### src/rtl/pcm2706_serial_tx.sv
// pcm2706_serial_tx
// Transmitter end of the PCM2706 serial audio link. It turns parallel stereo
// samples into BCK / LRCK / DATA, the same wires that pcm2706_interface
// receives. A one-deep stereo holding register with a valid/ready handshake
// decouples the sample source from frame timing.
//
// Ports
//   clk         in   system clock
//   rst         in   asynchronous reset, active high
//   left_in     in   [DATA_W] left sample, two's complement
//   right_in    in   [DATA_W] right sample, two's complement
//   load        in   sample pair valid
//   ready       out  holding register empty (load accepted on load & ready)
//   serial_clk  out  BCK, period 2*BCK_DIV clk
//   lr_clk      out  LRCK, 0 = left slots, 1 = right slots
//   serial_out  out  serial data, MSB first, changes on BCK falling edge
//   frame_start out  1-clk pulse when a frame moves into the shift register
//   underrun    out  1-clk pulse with frame_start when the holding reg was empty
module pcm2706_serial_tx #(
    parameter int DATA_W    = 16,
    parameter int BCK_DIV   = 8,
    parameter int I2S_DELAY = 1
) (
    input  logic              clk,
    input  logic              rst,
    input  logic [DATA_W-1:0] left_in,
    input  logic [DATA_W-1:0] right_in,
    input  logic              load,
    output logic              ready,
    output logic              serial_clk,
    output logic              lr_clk,
    output logic              serial_out,
    output logic              frame_start,
    output logic              underrun
);

    localparam int FRAME_W = 2 * DATA_W;
    localparam int SLOT_W  = $clog2(FRAME_W);
    localparam int DIV_W   = (BCK_DIV > 1) ? $clog2(BCK_DIV) : 1;

    logic [DIV_W-1:0]   div_q,   div_d;
    logic               bck_q,   bck_d;
    logic [SLOT_W-1:0]  slot_q,  slot_d;
    logic               lr_q,    lr_d;
    logic [FRAME_W-1:0] shift_q, shift_d;
    logic [FRAME_W-1:0] hold_q,  hold_d;
    logic               full_q,  full_d;
    logic               first_q, first_d;
    logic               fs_q,    fs_d;
    logic               ur_q,    ur_d;

    logic              div_tc;
    logic              bck_fall;
    logic [SLOT_W-1:0] slot_nx;
    logic              reload;
    logic              accept;

    always_comb begin
        div_tc   = (div_q == DIV_W'(BCK_DIV - 1));
        // BCK is currently high and about to toggle: this edge is the fall
        bck_fall = div_tc & bck_q;
        slot_nx  = (slot_q == SLOT_W'(FRAME_W - 1)) ? '0 : slot_q + SLOT_W'(1);
        reload   = bck_fall && (slot_nx == SLOT_W'(I2S_DELAY));
        accept   = load & ~full_q;

        div_d   = div_tc ? '0 : div_q + DIV_W'(1);
        bck_d   = div_tc ? ~bck_q : bck_q;
        slot_d  = slot_q;
        lr_d    = lr_q;
        shift_d = shift_q;
        hold_d  = hold_q;
        full_d  = full_q;
        first_d = first_q;
        // The reload sees the holding register as it was before this edge,
        // so a load accepted in the reload cycle waits for the next frame.
        fs_d    = reload;
        ur_d    = reload & ~full_q & ~first_q;

        if (bck_fall) begin
            slot_d = slot_nx;
            lr_d   = (slot_nx >= SLOT_W'(DATA_W));
            if (reload) begin
                shift_d = full_q ? hold_q : '0;
                first_d = 1'b0;
            end else begin
                shift_d = {shift_q[FRAME_W-2:0], 1'b0};
            end
        end

        if (accept) begin
            hold_d = {left_in, right_in};
            full_d = 1'b1;
        end else if (reload) begin
            full_d = 1'b0;
        end
    end

    always_ff @(posedge clk or posedge rst) begin
        if (rst) begin
            div_q   <= '0;
            bck_q   <= 1'b0;
            slot_q  <= '0;
            lr_q    <= 1'b0;
            shift_q <= '0;
            hold_q  <= '0;
            full_q  <= 1'b0;
            first_q <= 1'b1;
            fs_q    <= 1'b0;
            ur_q    <= 1'b0;
        end else begin
            div_q   <= div_d;
            bck_q   <= bck_d;
            slot_q  <= slot_d;
            lr_q    <= lr_d;
            shift_q <= shift_d;
            hold_q  <= hold_d;
            full_q  <= full_d;
            first_q <= first_d;
            fs_q    <= fs_d;
            ur_q    <= ur_d;
        end
    end

    assign ready       = ~full_q;
    assign serial_clk  = bck_q;
    assign lr_clk      = lr_q;
    assign serial_out  = shift_q[FRAME_W-1];
    assign frame_start = fs_q;
    assign underrun    = ur_q;

endmodule

### config.mk
export PLATFORM = sky130hd
export DESIGN_NAME = pcm2706_serial_tx
export DESIGN_NICKNAME = d
export VERILOG_FILES = /design/src/rtl/pcm2706_serial_tx.sv
export SDC_FILE = /design/constraint.sdc
export NUM_CORES = 1
export LEC_CHECK = 0
export BUFFER_PORTS_ARGS = -buffer_cell sky130_fd_sc_hd__buf_2
export CAP_MARGIN = 25
export CORE_ASPECT_RATIO = 0.8
export CORE_MARGIN = 2
export CORE_UTILIZATION = 60
export CTS_BUF_LIST = sky130_fd_sc_hd__clkbuf_8
export DETAILED_ROUTE_END_ITERATION = 8
export PLACE_DENSITY = 0.92
export SLEW_MARGIN = 20
export SYNTH_ARGS = -nofsm -noshare
export SYNTH_HDL_FRONTEND = slang
export SYNTH_SLANG_ARGS = --single-unit
### constraint.sdc
create_clock -name clk -period 3.24 [get_ports clk]
set_input_delay 0.324 -clock clk [delete_from_list [all_inputs] [get_ports clk]]
set_output_delay 0.324 -clock clk [all_outputs]
set_load 0.05 [all_outputs]
# Word level (Yosys, flattened, before mapping)
# Cells that the tools add are included.
# op_classes
n_bitwise	7
n_reduce_logical	3
mux	6
addsub	2
n_lt_le_gt_ge	1
n_eq_ne	3
# op_table
op	count
$mux W32	2
$add A5 B1 Y5 const B	1
$eq A5 B1 Y1 const B	1
$eq A5 B5 Y1 const B	1
$ge A5 B5 Y1 const B	1
$mux W5	1
$and A1 B1 Y1	4
$add A3 B1 Y3 const B	1
$eq A3 B3 Y1 const B	1
$mux W3	1
$not A1 Y1	3
$mux W1	2
$reduce_and A2 Y1	1
$reduce_bool A2 Y1	1
$logic_and A1 B1 Y1	1
# totals
word_cells	32
output_inout_bits	6
reg_bits	78

# Depth between registers and ports, before layout
# Gate-level depths: netlist of run 1.
# depth
ltp_word	6
mapped_depth	9

# Worst setup path before layout of run 1
# Ideal clock, no wire load.
# synth_timing
kind	register to register
start	reg slot_q[0]
end	reg shift_q[25]
t_arrival_ns	1.950
path_slack_ns	1.210
path_stages_with_launch	9
required_ns	3.161
setup_time_ns	0.079
cell_sequence	dfrtp_1 > ha_1 > and3_2 > ha_1 > nand4b_1 > nor3b_2 > buf_6 > buf_12 > mux2i_1
# synth_via
elab_chain_len	5
elab_cells_between_ends	6
classes_between	1 x add/sub; 2 x eq/ne; 2 x mux; 1 x reduce/logical
# synth_rtl
element	line	rtl
start, declared	43	logic [SLOT_W-1:0] slot_q, slot_d;
start signal, assigned	113	slot_q <= slot_d;
$add A5 B1 Y5 / $eq A5 B5 Y1 (equally long branches)	62	slot_nx = (slot_q == SLOT_W'(FRAME_W - 1)) ? '0 : slot_q + SLOT_W'(1);
$mux W5 (*)	62	
via slot_nx[4]	54	logic [SLOT_W-1:0] slot_nx;
$eq A5 B1 Y1 (*)	63	reload = bck_fall && (slot_nx == SLOT_W'(I2S_DELAY));
$logic_and A1 B1 Y1 (*)	63	
$mux W32 (*)	82	if (reload) begin
end signal, assigned	115	shift_q <= shift_d;
end, declared	45	logic [FRAME_W-1:0] shift_q, shift_d;
# The timed path passes the listed nets; every way through them passes the cells marked *.
# A chain may end at the register's enable or synchronous reset.

# Worst setup path after layout of run 1
# layout_timing
start	reg slot_q[0]
end	reg shift_q[24]
# The elaborated chain is that of the path after synthesis.

==> run metrics, run 1 <==
Core ar. 5495 um^2; cell family contributing the most delay on the critical path simple AND/OR/NAND/NOR gates; TritonCTS Sinks 77; Final Util 0.7099; H-tree Lvls 3; post-DP HPWL 3862 um; FILL cells 374; most frequent cells in the layout dfrtp_1, mux2i_1, buf_2; Die H 71.70 um; CP Max Fanout 36; syn nets 291; Boundary Pins 41; Initial Util 0.6255; post-placement worst setup slack 0.7845 ns; CP max stage cell buf_4; Worst-path clk slew 0.09 ns; DRT iter0 DRCs 101; input/output buffers 40; routability cong. 0.7161; Synth area leaders dfrtp_1, mux2i_1, mux2_2; Die ar. 6354 um^2; clock tree buffer depth 2; period utilization 0.7737; Final setup violation count 0; Post-synth EDFFs 0; relative slew slack 0.4488; Num CTS Buffers 9; ant diodes 0; area share of the largest cell type after synthesis 0.5533; post-CTS resize count 0; area grow syn2layout 13.51%; DR WL/cell 16.17 um; worst stage delay on the critical path 0.50 ns; Root Driver clkbuf_8; Netlist cell types 26; Die W 88.62 um; crit start category flip-flop; CTS tree yes; clk_skew 0.009689 ns; register area 1928 um^2; Rows 24; Setup Buffers After CTS 0; global route total overflow 0; worst skew pair latency 0.36 ns; antenna violations before repair 0; Critical Path RT 3.52 ns; Avg Cell Area, Syn 13.69 um^2; hold buffers post-CTS 0; layout cells sized above 1 0.3591; Max Slew Vio Count 0; setup TNS 0 ns; f_max 0.3989 GHz; final WL 6081 um; Final Hold Fails 0; vias in the first global route 2203; Hold Path Class in -> async; vias 2002; Seq/Total Area, Yosys 0.5610; Detail Route Antenna Nets 0; maximum VDD drop 0.5469 mV; status finished, final reports clean; Worst setup EP type flip-flop; first-pass GRT wire length 10450 um; area of the multi-input gates 1356 um^2; GRT Util Overall 0.2227; crit-path cells ha_1 > and3_2 > ha_1 > nand4b_1 > nor3b_4 > buf_4 > mux2i_1; Buf+Inv Stages, Crit Path 1; Synth Register Bits 77; Via density 5.324; FFs w/ async S/R, synth 1.000; Critical Path AT 2.79 ns; Hold WS 0.1266 ns; Mapped Area 3437 um^2; commonest non-fill, non-tap cell in the layout dfrtp_1; # DRC 0; Pre-antenna DRT Iters 5; top_reg_cell synth dfrtp_1; Max Cap Violations 0; Power Density 614.6 nW/um^2; Final nets 333; most used cell, CP ha_1; unrepaired setup endpoints after global routing no; Period minus WS final 2.507 ns; final worst slack 0.7333 ns; Synth Instances 251; largest net degree at the start of global routing 41; Worst Tran Pin Value 0.8256 ns; Setup Crit Path Kind reg -> reg; area leader, netlist dfrtp_1; cell leakage power 2.022 nW; warning count from the yosys run 0
==> worst paths after layout <==
kind	startpoint	slack (ns)	endpoint	cells after the start
worst max-delay path	slot_q[0]$_DFFE_PP0P_	0.73	shift_q[24]$_DFFE_PP0P_	7
worst min register to register	div_q[0]$_DFF_PP0_	0.44	div_q[0]$_DFF_PP0_	1
max in group asynchronous	rst	2.33	hold_q[9]$_DFFE_PP0P_	3
worst min-delay path	rst	0.13	shift_q[24]$_DFFE_PP0P_	2
min in group clk	left_in[5]	0.19	hold_q[21]$_DFFE_PP0P_	2
worst max register to register	slot_q[0]$_DFFE_PP0P_	0.73	shift_q[24]$_DFFE_PP0P_	7
==> per-layer routing <==
layer | vias up | global-route usage | routed length, um | part of all wire
li1 | 947 | - | - | -
met1 | 998 | 0.2786 | 2626 | 0.43
met2 | 43 | 0.3557 | 3041 | 0.50
met3 | 14 | 0.08756 | 281 | 0.046
met4 | 0 | 0.07576 | 132 | 0.022
met5 | - | 0 | 0 | 0
==> where the power goes <==
group / switching (mW) / internal [mW] / total [mW]
sequential: 0.103 / 1.14 / 1.24
clock: 0.369 / 0.461 / 0.830
combinational: 0.141 / 0.188 / 0.329
total: 0.613 / 1.78 / 2.40
==> kinds of logic (layout without fill, tap and decap cells) <==
group,after synthesis,count (layout),synth area share
flip-flops,77,77,0.5610
AO/OA/AOI/OAI,4,4,0.008737
AND/OR/NAND/NOR,45,45,0.06116
multiplexers,98,98,0.2981
buffers and inverters,20,67,0.04769
adder cells (fa/ha/maj),5,5,0.01820
XOR/XNOR,2,2,0.005097
==> sequential cells by signal (all words and copies together), names as in the netlist <==
signal / flops
frame_start: 1
slot_q: 5
underrun: 1
shift_q: 32
hold_q: 32
full_q: 1
first_q: 1
serial_clk: 1
div_q: 3
==> Yosys cell counts, types with 2 or more instances <==
cell type      instances
nor2_1                 3
mux2_2                35
mux2i_1               63
inv_1                  4
dlygate4sd1_1          3
ha_1                   5
dfrtp_1               76
buf_6                  2
nor3b_2                2
buf_12                 3
nand2_1               33
buf_2                  8
==> cell type report <==
type                            instances  area share
Tap cell                               78     0.02502
Inverter                                4    0.003849
Timing Repair Buffer                   47     0.06992
Multi-Input combinational cell        154      0.3477
Clock buffer                           10     0.03528
Clock inverter                          6     0.02405
Sequential cell                        77      0.4942
==> per-stage QoR <==
stage	instances	cell area [um^2]	power, mW
after floorplan	251	3437	1.477
after global placement	359	3642	1.548
after detailed placement	360	3670	1.587
after CTS	376	3901	2.416
after global routing	376	3901	2.519
final	376	3901	2.398
(Power assumes the default switching activity.)
==> run 2, diff against run 1 <==
--- a/config.mk
+++ b/config.mk
@@ -9,10 +9,10 @@
 export CAP_MARGIN = 25
 export CORE_ASPECT_RATIO = 0.8
 export CORE_MARGIN = 2
-export CORE_UTILIZATION = 60
+export CORE_UTILIZATION = 54
 export CTS_BUF_LIST = sky130_fd_sc_hd__clkbuf_8
 export DETAILED_ROUTE_END_ITERATION = 8
-export PLACE_DENSITY = 0.92
+export PLACE_DENSITY = 0.88
 export SLEW_MARGIN = 20
 export SYNTH_ARGS = -nofsm -noshare
 export SYNTH_HDL_FRONTEND = slang
==> constraint.sdc (replaced) <==
create_clock -name clk -period 2.2 [get_ports clk]
set_input_delay 0.22 -clock clk [delete_from_list [all_inputs] [get_ports clk]]
set_output_delay 0.22 -clock clk [all_outputs]
set_load 0.05 [all_outputs]
==> run 2 against run 1 <==
Net effect: hold slack got worse by 0.034 ns; clock skew decreased by 0.00066 ns; flip-flop and latch count unchanged; worst setup slack got worse by 0.68 ns; largest cell class unchanged; highest routed layer unchanged.
==> run metrics, run 2 (synthesis results as in run 1) <==
Die H 75.36 um (+5.1%); post-placement worst setup slack 0.01131 ns (-0.7732 ns); Finished Cell Area 4058 um^2 (+4.0%); Worst Tran Pin Value 0.4057 ns (-0.4200 ns); commonest non-fill, non-tap cell in the layout dfrtp_1; global route total overflow 0 (unchanged); internal power 2.496 mW (+40%); Setup Crit Path Kind reg -> reg; DRT iter0 DRCs 127 (+26%); crit-path cells ha_2 > and3_4 > ha_4 > nand4b_1 > nor3b_4 > buf_6 > bufbuf_16 > mux2i_2; H-tree Lvls 3 (unchanged); Max Slew Vio Count 0 (unchanged); Via density 5.226 (-1.8%); Worst Hold Path Cells 2; most frequent cells in the layout dfrtp_1, mux2i_1, buf_2; register area 1928 um^2 (unchanged); setup TNS 0 ns (unchanged); FILL cells 469 (+25%); CP Max Fanout 12 (-67%); FF-to-FF Start slot_q[1]$_DFFE_PP0P_; Final Hold Fails 0 (unchanged); vias 2033 (+1.5%); Worst-path clk slew 0.08 ns (about the same); TritonCTS Sinks 77 (unchanged); Period minus WS final 2.152 ns (-0.3552 ns); CP max stage cell dfrtp_1; area grow syn2layout 18.06%; input/output buffers 40 (unchanged); GR Util met3 0.07319 (-0.01436); status finished, final reports clean; Placed Cells 364 (+1.1%); relative slew slack 0.7296 (+0.2808); Pre-antenna DRT Iters 4 (-1); GR peak layer met2; Num CTS Buffers 9 (unchanged); R2R depth 8 (+1); area of the multi-input gates 1379 um^2 (+1.7%); Rows 25 (+4.2%); Cell Count, Final, Fillers Out 389 (+3.5%); final WL 6030 um (-0.84%); clk_skew 0.009032 ns (-0.0006568 ns); Root Driver clkbuf_8; Comb power frac 0.142 (+0.005); switching share of total power 0.2564 (+0.0009004); Critical Path AT 2.43 ns (-0.36 ns); # DRC 0 (unchanged); first-pass GRT wire length 10160 um (-2.8%); Initial Util 0.5693 (-0.05613); Worst setup EP type flip-flop; Power Density 827.4 nW/um^2 (+35%); Hold Path Class in -> reg; Critical Path RT 2.48 ns (-1.04 ns); layout cells sized above 1 0.3831 (+0.02406); CTS tree yes; Final setup violation count 0 (unchanged); Reg power frac 0.539 (+0.022); ant diodes 0 (unchanged); placed cell areas 3699 um^2 (+0.78%); Die W 93.20 um (+5.2%); largest net degree at the start of global routing 78 (+90%); vias in the first global route 2092 (-5.0%); NetSw 0.8608 mW (+41%); post-DP HPWL 3524 um (-8.8%); Die ar. 7023 um^2 (+11%); period utilization 0.9780 (+0.2043); clock tree buffer depth 2 (unchanged); maximum VDD drop 0.5294 mV (-3.2%); Worst R2R End shift_q[16]$_DFFE_PP0P_; met2 usage 0.3148 (-0.04091); clock share of power 0.320 (-0.026); Critical Path Start slot_q[1]$_DFFE_PP0P_; GR Util met1 0.2575 (-0.02118); HP Start left_in[5]; Boundary Pins 41 (unchanged); Min-Delay Endpoint hold_q[21]$_DFFE_PP0P_; Final nets 343 (+3.0%); routability cong. 0.7035 (-1.8%); worst skew pair latency 0.35 ns (about the same); DR WL/cell 15.50 um (-4.2%); Regs by FF count hold_q (32), shift_q (32), slot_q (5); Detail Route Antenna Nets 0 (unchanged); R2R setup slack 0.05 ns (-0.68 ns); antenna violations before repair 0 (unchanged); GRT Util Overall 0.1966 (-0.02611); Final Util 0.6721 (-0.03780); final worst slack 0.04845 ns (-0.6848 ns); cell leakage power 2.072 nW (+2.5%); Max Cap Violations 0 (unchanged); worst stage delay on the critical path 0.39 ns (-0.11 ns); crit start category flip-flop; f_max 0.4648 GHz (+17%); Core ar. 6037 um^2 (+9.9%)
[run 2: cell types whose count changed in the layout (fill, tap and decap cells not counted), moves of 2 or more]
cell        previous run  this run
buf_6                  0         2
clkinvlp_4             1         4
buf_4                  6         8
buf_12                 0         4
ha_1                   5         3
inv_6                  2         0
[run 2: stage by stage]
| step | total power [mW] | hold slack (ns) |
|---|---|---|
| after floorplan | 2.175 | 0.3716 |
| after global placement | 2.284 | 0.3366 |
| after detailed placement | 2.315 | 0.3417 |
| after CTS | 3.376 | 0.07718 |
| after global routing | 3.548 | 0.06357 |
| final | 3.357 | 0.09293 |
[run 2: final cells by class]
cell class              count  area share
clock buffers              10     0.03392
inverters                   4    0.003700
clock inverters             6     0.01573
flip-flops and latches     77      0.4752
repair buffers             57      0.1067
well taps                  81     0.02498
multi-input cells         154      0.3398
[run 2: timing repair]
action                                 CTS  global route
resized for setup                        3             4
gates cloned                             2             0
hold buffers                             1             0
setup buffers                            4             2
pin swaps                                0             2
endpoints found under the hold margin   76             0
setup endpoints to repair               26            27
[run 2: power groups by stage]
stage / sequential [mW] / combinational [mW] / clock [mW]
finish: 1.81 / 0.475 / 1.07
global route: 1.85 / 0.534 / 1.16
CTS: 1.81 / 0.478 / 1.09
detailed placement: 1.84 / 0.475 / 0
global placement: 1.83 / 0.457 / 0
floorplan: 1.79 / 0.382 / 0
[run 2: how the worst max path moves through the flow]
stage | to | slack, ns | depth (start not counted)
floorplan | div_q[0]$_DFF_PP0_ | 0.01 | 1
finish | shift_q[16]$_DFFE_PP0P_ | 0.05 | 8
global placement | shift_q[14]$_DFFE_PP0P_ | 0.09 | 7
global route | shift_q[16]$_DFFE_PP0P_ | -0.03 | 8
CTS | shift_q[2]$_DFFE_PP0P_ | 0.02 | 8
detailed placement | shift_q[6]$_DFFE_PP0P_ | 0.01 | 7
[run 2: layer usage]
layer	routed length, um	vias up	part of all wire
li1	-	971	-
met1	2796	1021	0.46
met2	2931	33	0.49
met3	237	8	0.039
met4	66	0	0.011
met5	0	-	0
[run 2: critical path: cells and delay by family (launching register included)]
family | cells | cell delay (ns)
AND/OR/NAND/NOR | 3 | 0.66
buffers and inverters | 2 | 0.42
adder cells (fa/ha/maj) | 2 | 0.40
flip-flops | 1 | 0.39
multiplexers | 1 | 0.20
==> run 3, diff against run 2 <==
--- a/config.mk
+++ b/config.mk
@@ -13,6 +13,7 @@
 export CTS_BUF_LIST = sky130_fd_sc_hd__clkbuf_8
 export DETAILED_ROUTE_END_ITERATION = 8
 export PLACE_DENSITY = 0.88
+export RECOVER_POWER = 50
 export SLEW_MARGIN = 20
 export SYNTH_ARGS = -nofsm -noshare
 export SYNTH_HDL_FRONTEND = slang
==> run 3 against run 2 <==
Net effect: critical path depth unchanged; largest power group unchanged; first-iteration DRC count is 9.4% higher; highest routed layer unchanged; final cell count is the same.
==> run metrics, run 3 (synthesis results as in run 1) <==
status finished, final reports clean; Finished Cell Area 4044 um^2 (-0.34%); Pre-antenna DRT Iters 4 (unchanged); cell leakage power 2.061 nW (-0.49%); commonest non-fill, non-tap cell in the layout dfrtp_1; Critical Path RT 2.48 ns (about the same); Critical Path AT 2.43 ns (about the same); clock tree buffer depth 2 (unchanged); Initial Util 0.5693 (unchanged); Boundary Pins 41 (unchanged); area grow syn2layout 17.66%; Worst Tran Pin Value 1.009 ns (+0.6033 ns); crit start category flip-flop; Final setup violation count 0 (unchanged); H-tree Lvls 3 (unchanged); CP Max Fanout 12 (unchanged); CTS tree yes; ant diodes 0 (unchanged); relative slew slack 0.3274 (-0.4022); Core ar. 6037 um^2 (unchanged); Num CTS Buffers 9 (unchanged); Rows 25 (unchanged); # DRC 0 (unchanged); vias 2024 (-0.44%); f_max 0.4646 GHz (about the same); FILL cells 472 (+0.64%); most frequent cells in the layout dfrtp_1, mux2i_1, buf_2; maximum VDD drop 0.5281 mV (-0.25%); post-DP HPWL 3524 um (unchanged); Period minus WS final 2.152 ns (+0.0006286 ns); DR WL/cell 15.39 um (-0.75%); Setup Crit Path Kind reg -> reg; Power Density 828.8 nW/um^2 (+0.18%); largest net degree at the start of global routing 78 (unchanged); period utilization 0.9783 (about the same); Final Hold Fails 0 (unchanged); final WL 5985 um (-0.75%); layout cells sized above 1 0.3766 (-0.006494); Die ar. 7023 um^2 (unchanged); Root Driver clkbuf_8; routability cong. 0.7035 (unchanged); Via density 5.203 (-0.44%); Die W 93.20 um (unchanged); first-pass GRT wire length 10160 um (unchanged); placed cell areas 3699 um^2 (unchanged); Hold Path Class in -> reg; Regs by FF count hold_q (32), shift_q (32), slot_q (5); TritonCTS Sinks 77 (unchanged); vias in the first global route 2092 (unchanged); Max Cap Violations 0 (unchanged); input/output buffers 40 (unchanged); Detail Route Antenna Nets 0 (unchanged); Final nets 343 (unchanged); clk_skew 0.008697 ns (-0.0003354 ns); Worst setup EP type flip-flop; DRT iter0 DRCs 139 (+9.4%); antenna violations before repair 0 (unchanged); GRT Util Overall 0.1966 (unchanged); worst skew pair latency 0.35 ns (about the same); global route total overflow 0 (unchanged); Max Slew Vio Count 0 (unchanged); Worst-path clk slew 0.08 ns (about the same); Die H 75.36 um (unchanged); total power 3.352 mW (-0.16%); Hold WS 0.09367 ns (+0.0007389 ns)
## run 3: repair_timing
| item | CTS | global route |
|---|---|---|
| resized for setup | 3 | 4 |
| endpoints found under the setup margin | 26 | 27 |
| buffers inserted | 4 | 2 |
| cloned | 2 | 0 |
| pin swaps | 0 | 2 |
| hold buffers | 1 | 0 |
| hold endpoints to repair | 76 | 0 |
## run 3: final cells by class
cell class	instances	area (um^2)	area share
clock inverters	6	63.81	0.01578
repair buffers	57	419.2	0.1037
clock buffers	10	137.6	0.03403
inverters	4	15.01	0.003713
flip-flops and latches	77	1928	0.4768
multi-input cells	154	1379	0.3410
well taps	81	101.3	0.02506
## run 3: report_power, final
group          internal, mW  switching (mW)  total (mW)
Clock                 0.550           0.522        1.07
Sequential             1.67           0.136        1.81
Combinational         0.270           0.201       0.471
Total                  2.49           0.858        3.35
## run 3: per-layer routing
metal  GRT usage  wire, um  vias to the layer above
met5           0         0                        -
met4     0.05719        66                        0
met3     0.07319       245                        7
met2      0.3148      2907                       34
met1      0.2575      2767                     1011
li1            -         -                      972
## run 3: critical path: stages, from the launching register on
cell and delay [ns]:
dfrtp_1 0.39, ha_2 0.20, and3_4 0.18, ha_4 0.21, nand4b_1 0.23, nor3b_4 0.25, buf_6 0.14, bufbuf_16 0.28
mux2i_2 0.20
## run 3: path summary, 6_finish.rpt
| kind | from | end | slack, ns | cells past startpoint |
|---|---|---|---|---|
| setup / recovery | slot_q[1]$_DFFE_PP0P_ | shift_q[16]$_DFFE_PP0P_ | 0.05 | 8 |
| hold / removal | left_in[1] | hold_q[17]$_DFFE_PP0P_ | 0.09 | 2 |
| setup reg to reg | slot_q[1]$_DFFE_PP0P_ | shift_q[16]$_DFFE_PP0P_ | 0.05 | 8 |
| hold reg to reg | div_q[0]$_DFF_PP0_ | div_q[0]$_DFF_PP0_ | 0.44 | 1 |
| max in group asynchronous | rst | hold_q[26]$_DFFE_PP0P_ | 0.84 | 4 |
| min in group asynchronous | rst | shift_q[22]$_DFFE_PP0P_ | 0.72 | 4 |
## run 3: per-stage QoR
step / setup WS, ns / TNS, ns / util / instances
5_1_grt: -0.02689 / -0.1119 / 0.6698 / 389
3_5_place_dp: 0.01131 / 0 / 0.6126 / 364
4_1_cts: 0.01663 / 0 / 0.6665 / 387
2_1_floorplan: 0.01498 / 0 / - / 251
6_report: 0.04782 / 0 / 0.6698 / 389
3_3_place_gp: 0.09499 / 0 / 0.6126 / 364
